==> config.mk <==
export PLATFORM = sky130hd
export DESIGN_NAME = branch_resolver_flat
export DESIGN_NICKNAME = d
export VERILOG_FILES = /design/src/rtl/riscv_pkg.sv /design/src/rtl/branch_resolver_if.sv /design/src/rtl/bht_2bit.sv /design/src/rtl/branch_resolver.sv /design/src/flat_wrapper.sv
export SDC_FILE = /design/constraint.sdc
export NUM_CORES = 1
export LEC_CHECK = 0
export BUFFER_PORTS_ARGS = -buffer_cell sky130_fd_sc_hd__buf_4
export CAP_MARGIN = 15
export CORE_MARGIN = 10
export CORE_UTILIZATION = 52
export CTS_CLUSTER_SIZE = 14
export DETAILED_ROUTE_END_ITERATION = 8
export HOLD_SLACK_MARGIN = 0.1
export PLACE_DENSITY_LB_ADDON = 0.12
export SYNTH_ARGS = -nofsm -noshare
export SYNTH_HDL_FRONTEND = slang
export SYNTH_SLANG_ARGS = --single-unit
export TNS_END_PERCENT = 10
==> constraint.sdc <==
create_clock -name clk -period 3.1 [get_ports clk]
set_input_delay 0 -clock clk [delete_from_list [all_inputs] [get_ports clk]]
set_output_delay 0 -clock clk [all_outputs]
set_load 0.005 [all_outputs]
==> src/rtl/riscv_pkg.sv <==
// Shared RISC-V execute-stage definitions.
// Branch funct3 encodings and BHT counter states.
package riscv_pkg;

   localparam logic [2:0] FNC_BEQ  = 3'b000;
   localparam logic [2:0] FNC_BNE  = 3'b001;
   localparam logic [2:0] FNC_BLT  = 3'b100;
   localparam logic [2:0] FNC_BGE  = 3'b101;
   localparam logic [2:0] FNC_BLTU = 3'b110;
   localparam logic [2:0] FNC_BGEU = 3'b111;

   typedef enum logic [1:0] {
      SNT = 2'b00,
      WNT = 2'b01,
      WT  = 2'b10,
      ST  = 2'b11
   } bht_ctr_t;

   localparam bht_ctr_t BHT_RESET = WNT;

   function automatic bht_ctr_t bht_next(bht_ctr_t c, logic taken);
      bht_ctr_t n;
      n = c;
      if (taken && c != ST)
         n = bht_ctr_t'(c + 2'd1);
      else if (!taken && c != SNT)
         n = bht_ctr_t'(c - 2'd1);
      return n;
   endfunction

endpackage

==> src/rtl/branch_resolver_if.sv <==
// EX-stage branch bundle and the redirect it produces.
// master = pipeline side, slave = resolver side.
interface branch_resolver_if;

   logic        ex_valid;
   logic        ex_is_branch;
   logic [2:0]  ex_funct3;
   logic [31:0] ex_pc;
   logic [31:0] ex_target;
   logic        ex_pred_taken;
   logic        redirect_valid;
   logic [31:0] redirect_pc;
   logic        flush;
   logic        illegal_branch;

   modport master (
      output ex_valid, ex_is_branch, ex_funct3,
      output ex_pc, ex_target, ex_pred_taken,
      input  redirect_valid, redirect_pc,
      input  flush, illegal_branch
   );

   modport slave (
      input  ex_valid, ex_is_branch, ex_funct3,
      input  ex_pc, ex_target, ex_pred_taken,
      output redirect_valid, redirect_pc,
      output flush, illegal_branch
   );

endinterface

==> src/rtl/bht_2bit.sv <==
// 2-bit saturating branch history table.
// Async read for fetch, one saturating write per cycle.
module bht_2bit
   import riscv_pkg::*;
#(
   parameter int IDX_BITS = 6
) (
   input  logic                clk,
   input  logic                rst_n,
   input  logic [IDX_BITS-1:0] rd_idx,
   output bht_ctr_t            rd_ctr,
   input  logic                wr_en,
   input  logic [IDX_BITS-1:0] wr_idx,
   input  logic                wr_taken
);

   localparam int N = 1 << IDX_BITS;

   bht_ctr_t tbl [N];

   // no bypass: a same-cycle write is seen next cycle
   assign rd_ctr = tbl[rd_idx];

   // counter array with saturating train on resolve
   always_ff @(posedge clk or negedge rst_n) begin
      if (!rst_n) begin
         for (int i = 0; i < N; i++)
            tbl[i] <= BHT_RESET;
      end else if (wr_en) begin
         tbl[wr_idx] <= bht_next(tbl[wr_idx], wr_taken);
      end
   end

endmodule

==> src/rtl/branch_resolver.sv <==
// Execute-stage branch resolution: decision, redirect,
// BHT training and branch statistics.
module branch_resolver
   import riscv_pkg::*;
#(
   parameter int BHT_IDX_BITS = 6
) (
   input  logic               clk,
   input  logic               rst_n,
   input  logic [31:0]        if_pc,
   output logic               if_pred_taken,
   branch_resolver_if.slave   bus,
   output logic               brun,
   input  logic               breq,
   input  logic               brlt,
   output logic [31:0]        branch_count,
   output logic [31:0]        mispredict_count
);

   logic        resolve;
   logic        legal;
   logic        taken;
   logic        upd;
   logic        mispredict;
   logic [31:0] next_pc;
   bht_ctr_t    pred_ctr;
   logic        unused_pc;

   assign unused_pc = ^{if_pc[31:BHT_IDX_BITS+2], if_pc[1:0]};

   assign resolve = bus.ex_valid & bus.ex_is_branch;
   assign brun    = bus.ex_funct3[2] & bus.ex_funct3[1];

   // funct3 decode into taken / legal
   always_comb begin
      taken = 1'b0;
      legal = 1'b1;
      unique case (1'b1)
         (bus.ex_funct3 == FNC_BEQ):  taken = breq;
         (bus.ex_funct3 == FNC_BNE):  taken = !breq;
         (bus.ex_funct3 == FNC_BLT):  taken = brlt;
         (bus.ex_funct3 == FNC_BLTU): taken = brlt;
         (bus.ex_funct3 == FNC_BGE):  taken = !brlt;
         (bus.ex_funct3 == FNC_BGEU): taken = !brlt;
         default:                     legal = 1'b0;
      endcase
   end

   assign upd        = resolve & legal;
   assign mispredict = upd & (taken != bus.ex_pred_taken);
   assign next_pc    = taken ? bus.ex_target
                             : bus.ex_pc + 32'd4;

   bht_2bit #(.IDX_BITS(BHT_IDX_BITS)) u_bht (
      .clk      (clk),
      .rst_n    (rst_n),
      .rd_idx   (if_pc[BHT_IDX_BITS+1:2]),
      .rd_ctr   (pred_ctr),
      .wr_en    (upd),
      .wr_idx   (bus.ex_pc[BHT_IDX_BITS+1:2]),
      .wr_taken (taken)
   );

   assign if_pred_taken = pred_ctr[1];

   // registered redirect, flush and illegal pulses
   always_ff @(posedge clk or negedge rst_n) begin
      if (!rst_n) begin
         bus.redirect_valid <= 1'b0;
         bus.flush          <= 1'b0;
         bus.illegal_branch <= 1'b0;
         bus.redirect_pc    <= '0;
      end else begin
         bus.redirect_valid <= mispredict;
         bus.flush          <= mispredict;
         bus.illegal_branch <= resolve & !legal;
         if (mispredict)
            bus.redirect_pc <= next_pc;
      end
   end

   // wrapping branch / mispredict statistics
   always_ff @(posedge clk or negedge rst_n) begin
      if (!rst_n) begin
         branch_count     <= '0;
         mispredict_count <= '0;
      end else begin
         if (upd)
            branch_count <= branch_count + 32'd1;
         if (mispredict)
            mispredict_count <= mispredict_count + 32'd1;
      end
   end

endmodule

==> src/flat_wrapper.sv <==
// flat-port wrapper written by rule: the top's interface ports become plain ports
module branch_resolver_flat import riscv_pkg::*;
#(
   parameter int BHT_IDX_BITS = 6
)
  (clk, rst_n, if_pc, if_pred_taken, brun, breq, brlt, branch_count, mispredict_count, bus_ex_valid, bus_ex_is_branch, bus_ex_funct3, bus_ex_pc, bus_ex_target, bus_ex_pred_taken, bus_redirect_valid, bus_redirect_pc, bus_flush, bus_illegal_branch);
  branch_resolver_if bus_i ();
  input  logic clk;
  input  logic rst_n;
  input  logic [31:0] if_pc;
  output logic if_pred_taken;
  output logic brun;
  input  logic breq;
  input  logic brlt;
  output logic [31:0] branch_count;
  output logic [31:0] mispredict_count;
  input wire logic [$bits(bus_i.ex_valid)-1:0] bus_ex_valid;
  input wire logic [$bits(bus_i.ex_is_branch)-1:0] bus_ex_is_branch;
  input wire logic [$bits(bus_i.ex_funct3)-1:0] bus_ex_funct3;
  input wire logic [$bits(bus_i.ex_pc)-1:0] bus_ex_pc;
  input wire logic [$bits(bus_i.ex_target)-1:0] bus_ex_target;
  input wire logic [$bits(bus_i.ex_pred_taken)-1:0] bus_ex_pred_taken;
  output wire logic [$bits(bus_i.redirect_valid)-1:0] bus_redirect_valid;
  output wire logic [$bits(bus_i.redirect_pc)-1:0] bus_redirect_pc;
  output wire logic [$bits(bus_i.flush)-1:0] bus_flush;
  output wire logic [$bits(bus_i.illegal_branch)-1:0] bus_illegal_branch;
  assign bus_i.ex_valid = bus_ex_valid;
  assign bus_i.ex_is_branch = bus_ex_is_branch;
  assign bus_i.ex_funct3 = bus_ex_funct3;
  assign bus_i.ex_pc = bus_ex_pc;
  assign bus_i.ex_target = bus_ex_target;
  assign bus_i.ex_pred_taken = bus_ex_pred_taken;
  assign bus_redirect_valid = bus_i.redirect_valid;
  assign bus_redirect_pc = bus_i.redirect_pc;
  assign bus_flush = bus_i.flush;
  assign bus_illegal_branch = bus_i.illegal_branch;
  branch_resolver #(.BHT_IDX_BITS(BHT_IDX_BITS)) u_core (.clk(clk), .rst_n(rst_n), .if_pc(if_pc), .if_pred_taken(if_pred_taken), .bus(bus_i), .brun(brun), .breq(breq), .brlt(brlt), .branch_count(branch_count), .mispredict_count(mispredict_count));
endmodule
==> out/metrics.csv <==
stage;metric;value;unit
clock_tree;cts_max_level;1;
power;switchingPower;0.00241;W
clock_tree;cts_tree;yes;
die;die_w;175;um
drt;num_vias;11300;
synthesis;yosysMostFrequentCell;nand2_1;
global_routing;grt_pass1_vias;11300;
die;fp.dieH;175;um
sta;slew_violations;0;
global_routing;antenna_found_initial;0;
min_path;hold_class;in -> async;
clock_tree;clk_pin_slew;60;ps
synthesis;yosys_most_used_dff;dfrtp_1;
setup_path;crit_start;u_core.u_bht.tbl[36];
synthesis;synth_fp_nets;1417;
sta;slew_headroom;46.2;%
synthesis;synth_area_leaders;dfrtp_1, dfstp_2, nand2_1, mux4_2, xnor2_1;
placed_design;gp_congestion;0.918;
setup_path;crit_path_start_kind;flop;
power;p_leak;6.96;nW
setup_path;r2r-start;u_core.u_bht.tbl[36];
setup_path;r2r_cells;10;
power;p_per_area;530;mW/mm2
setup_path;criticalPathCategory;reg -> reg;
placed_design;hpwl;26300;um
global_routing;grt_pass1_wl;62600;um
setup_path;rr_endpoint;u_core.u_bht.tbl[117];
cells_and_area;drive_gt1_share;26.5;%
synthesis;synth-seq-cells;226;
synthesis;async_flop_share;100;%
sta;grt_setup_unrepaired;yes;
sta;clock_skew;19.1;ps
placed_design;placed_cell_area;0.0144;mm2
setup_path;max_stage_delay;430;ps
clock_tree;post_cts_buffers;0;
power;ir_worst_vdd;0.588;mV
power;finalPower;0.00849;W
sta;min_period;2940;ps
cells_and_area;areaGrowthSynthToFinish;28.4;%
drt;drt_iter0_drc;1222;
setup_path;crit_path_cell_trace;mux2_2, a222oi_1, a21oi_2, a211oi_4, and3_4, ha_1, o31ai_2, o21ai_4, buf_12, o31ai_1;
synthesis;synthCells;1306;
power;power_frac_comb;20.6;%
power;clkPwrFrac;37.1;%
die;ioPinCount;207;
die;coreArea;0.0235;mm2
placed_design;port_buffers;180;
synthesis;yosysUniqueCellTypes;59;
cells_and_area;final_util;68.1;%
synthesis;yosys_warnings;0;
synthesis;syn_area;0.0125;mm2
status;status;completed;
setup_path;path_buf_inv;1;
clock_tree;cts_inserted_buffers;26;
die;dieArea;0.0306;mm2
global_routing;grt-ovfl-total;0;
sta;finalSetupTns;0;ps
power;intPower;0.00607;W
clock_tree;clockBufferDepth;3;
sta;setup_viol;0;
die;start_util;53.0;%
synthesis;postSynthAreaPerCell;9.56;um2
synthesis;yosysSeqAreaShare;46.0;%
sta;worst_pin_slew;807;ps
clock_tree;root_buffer;clkbuf_16;
cells_and_area;nets;1668;
sta;achievable-frequency;0.340;GHz
setup_path;endpoint;u_core.u_bht.tbl[117];
drt;wirelength;39300;um
setup_path;critPathRequiredTime;3530;ps
setup_path;crit_path_end_kind;flop;
global_routing;grt_max_degree;107;
clock_tree;clkSinkCount;226;
clock_tree;clk_latency;540;ps
drt;wl_per_cell;20.7;um
cells_and_area;antenna_cells;0;
drt;via_per_inst;5.98;
setup_path;reg2reg_slack;160;ps
drt;firstDrtPassIters;7;
sta;period_share;94.8;%
synthesis;synth_common_cells;nand2_1, dfrtp_1, nand3_1;
setup_path;path_depth;10;
synthesis;yosysTopAreaCell;dfrtp_1;
setup_path;crit_path_top_delay_cell;a222oi_1;
global_routing;grt.total_usage;25.0;%
setup_path;cp_max_fo;28;
setup_path;worstPathArrival;3370;ps
drt;drt.antenna.violating_nets;0;
cells_and_area;fin_cells;1896;
setup_path;crit_family;compound AO/OA/AOI/OAI gates;
flow_run;maxCapViolCount;0;
synthesis;synth_top_cell_area_share;32.5;%
die;rows;56;
power;seq_power_share;42.3;%
sta;final-hold-violation-count;0;
cells_and_area;design_area;0.0160;mm2
drt;drc;0;
synthesis;synth-edff-count;0;
placed_design;dp_cells;1776;
power;switching_share;28.4;%
==> how the worst min path moves through the flow <==
stage | start | to | slack (ps) | cells after the start
after floorplan | rst_n | u_core.branch_count[0] | -300 | 0
final | rst_n | u_core.branch_count[26] | 90 | 2
after global placement | rst_n | u_core.branch_count[28] | 110 | 1
after CTS | bus_ex_pc[4] | u_core.u_bht.tbl[87] | 110 | 4
after detailed placement | rst_n | u_core.branch_count[27] | 110 | 1
after global routing | rst_n | u_core.branch_count[28] | 160 | 2
==> per-layer routing <==
metal | up-vias | part of all wire, % | track usage, %
li1 | 5226 | - | -
met1 | 5521 | 41 | 32.3
met2 | 496 | 48 | 40.6
met3 | 96 | 7.5 | 5.04
met4 | 0 | 3.7 | 9.11
met5 | - | 0 | 0
==> registers in the layout (all words and copies together), names as in the netlist <==
signal / cells
u_core.bus.redirect_pc: 32
u_core.bus.redirect_valid: 1
u_core.u_bht.tbl: 128
u_core.mispredict_count: 32
u_core.branch_count: 32
u_core.bus.illegal_branch: 1
==> placed cells by master (no fill, tap or decap), types with 32 or more instances in the layout <==
master,n
nand3_1,96
nand2_1,220
nand4_1,50
dfrtp_1,162
xor2_1,32
xnor2_1,61
buf_4,245
dfstp_2,64
nor2_1,68
dlygate4sd3_1,71
nor3_1,33
o21ai_0,92
==> repair_timing <==
| action | 4_1_cts | 5_1_grt |
|---|---|---|
| hold buffers | 71 | 0 |
| resized for setup | 0 | 16 |
| endpoints found under the hold margin | 150 | 0 |
| endpoints found under the setup margin | 0 | 89 |
==> power groups by stage <==
stage	Combinational [W]	Clock, W	Sequential, W
floorplan	0.000759	0	0.00358
global placement	0.00154	0	0.00361
detailed placement	0.00156	0	0.00362
CTS	0.00171	0.00319	0.00358
global route	0.00191	0.00331	0.00363
finish	0.00175	0.00315	0.00359
==> worst reg2reg max path, stage by stage, from the launching register on <==
cell	delay (ps)
dfstp_2	370
mux2_2	260
a222oi_1	430
a21oi_2	140
a211oi_4	240
and3_4	220
ha_1	270
o31ai_2	340
o21ai_4	130
buf_12	190
o31ai_1	260
==> cell families (layout without fill, tap and decap cells) <==
| group | Yosys count | in the layout | synth area share, % |
|---|---|---|---|
| mux | 69 | 69 | 8.73 |
| xor+xnor | 93 | 93 | 6.53 |
| simple gates | 551 | 551 | 21.0 |
| compound gates | 253 | 253 | 13.0 |
| fa+ha+maj | 5 | 5 | 0.501 |
| buf+inv | 109 | 380 | 4.35 |
| flops | 226 | 226 | 46.0 |
==> final cells by class <==
type / count / area [um2]
clock buffer: 39 / 769
clock inverter: 9 / 116
fill: 1868 / 7520
multi-input combinational: 971 / 6280
inverter: 9 / 33.8
timing repair buffer: 323 / 2690
tap: 319 / 399
sequential: 226 / 5740
==> stage by stage <==
stage                     worst slack [ps]  hold WS (ps)
after floorplan                       30.3          -296
after global placement                 147           111
after detailed placement              55.9           108
after CTS                             81.5           112
after global routing                 -39.6           158
final                                  162          91.1
Power figures use the tool's default switching activity.
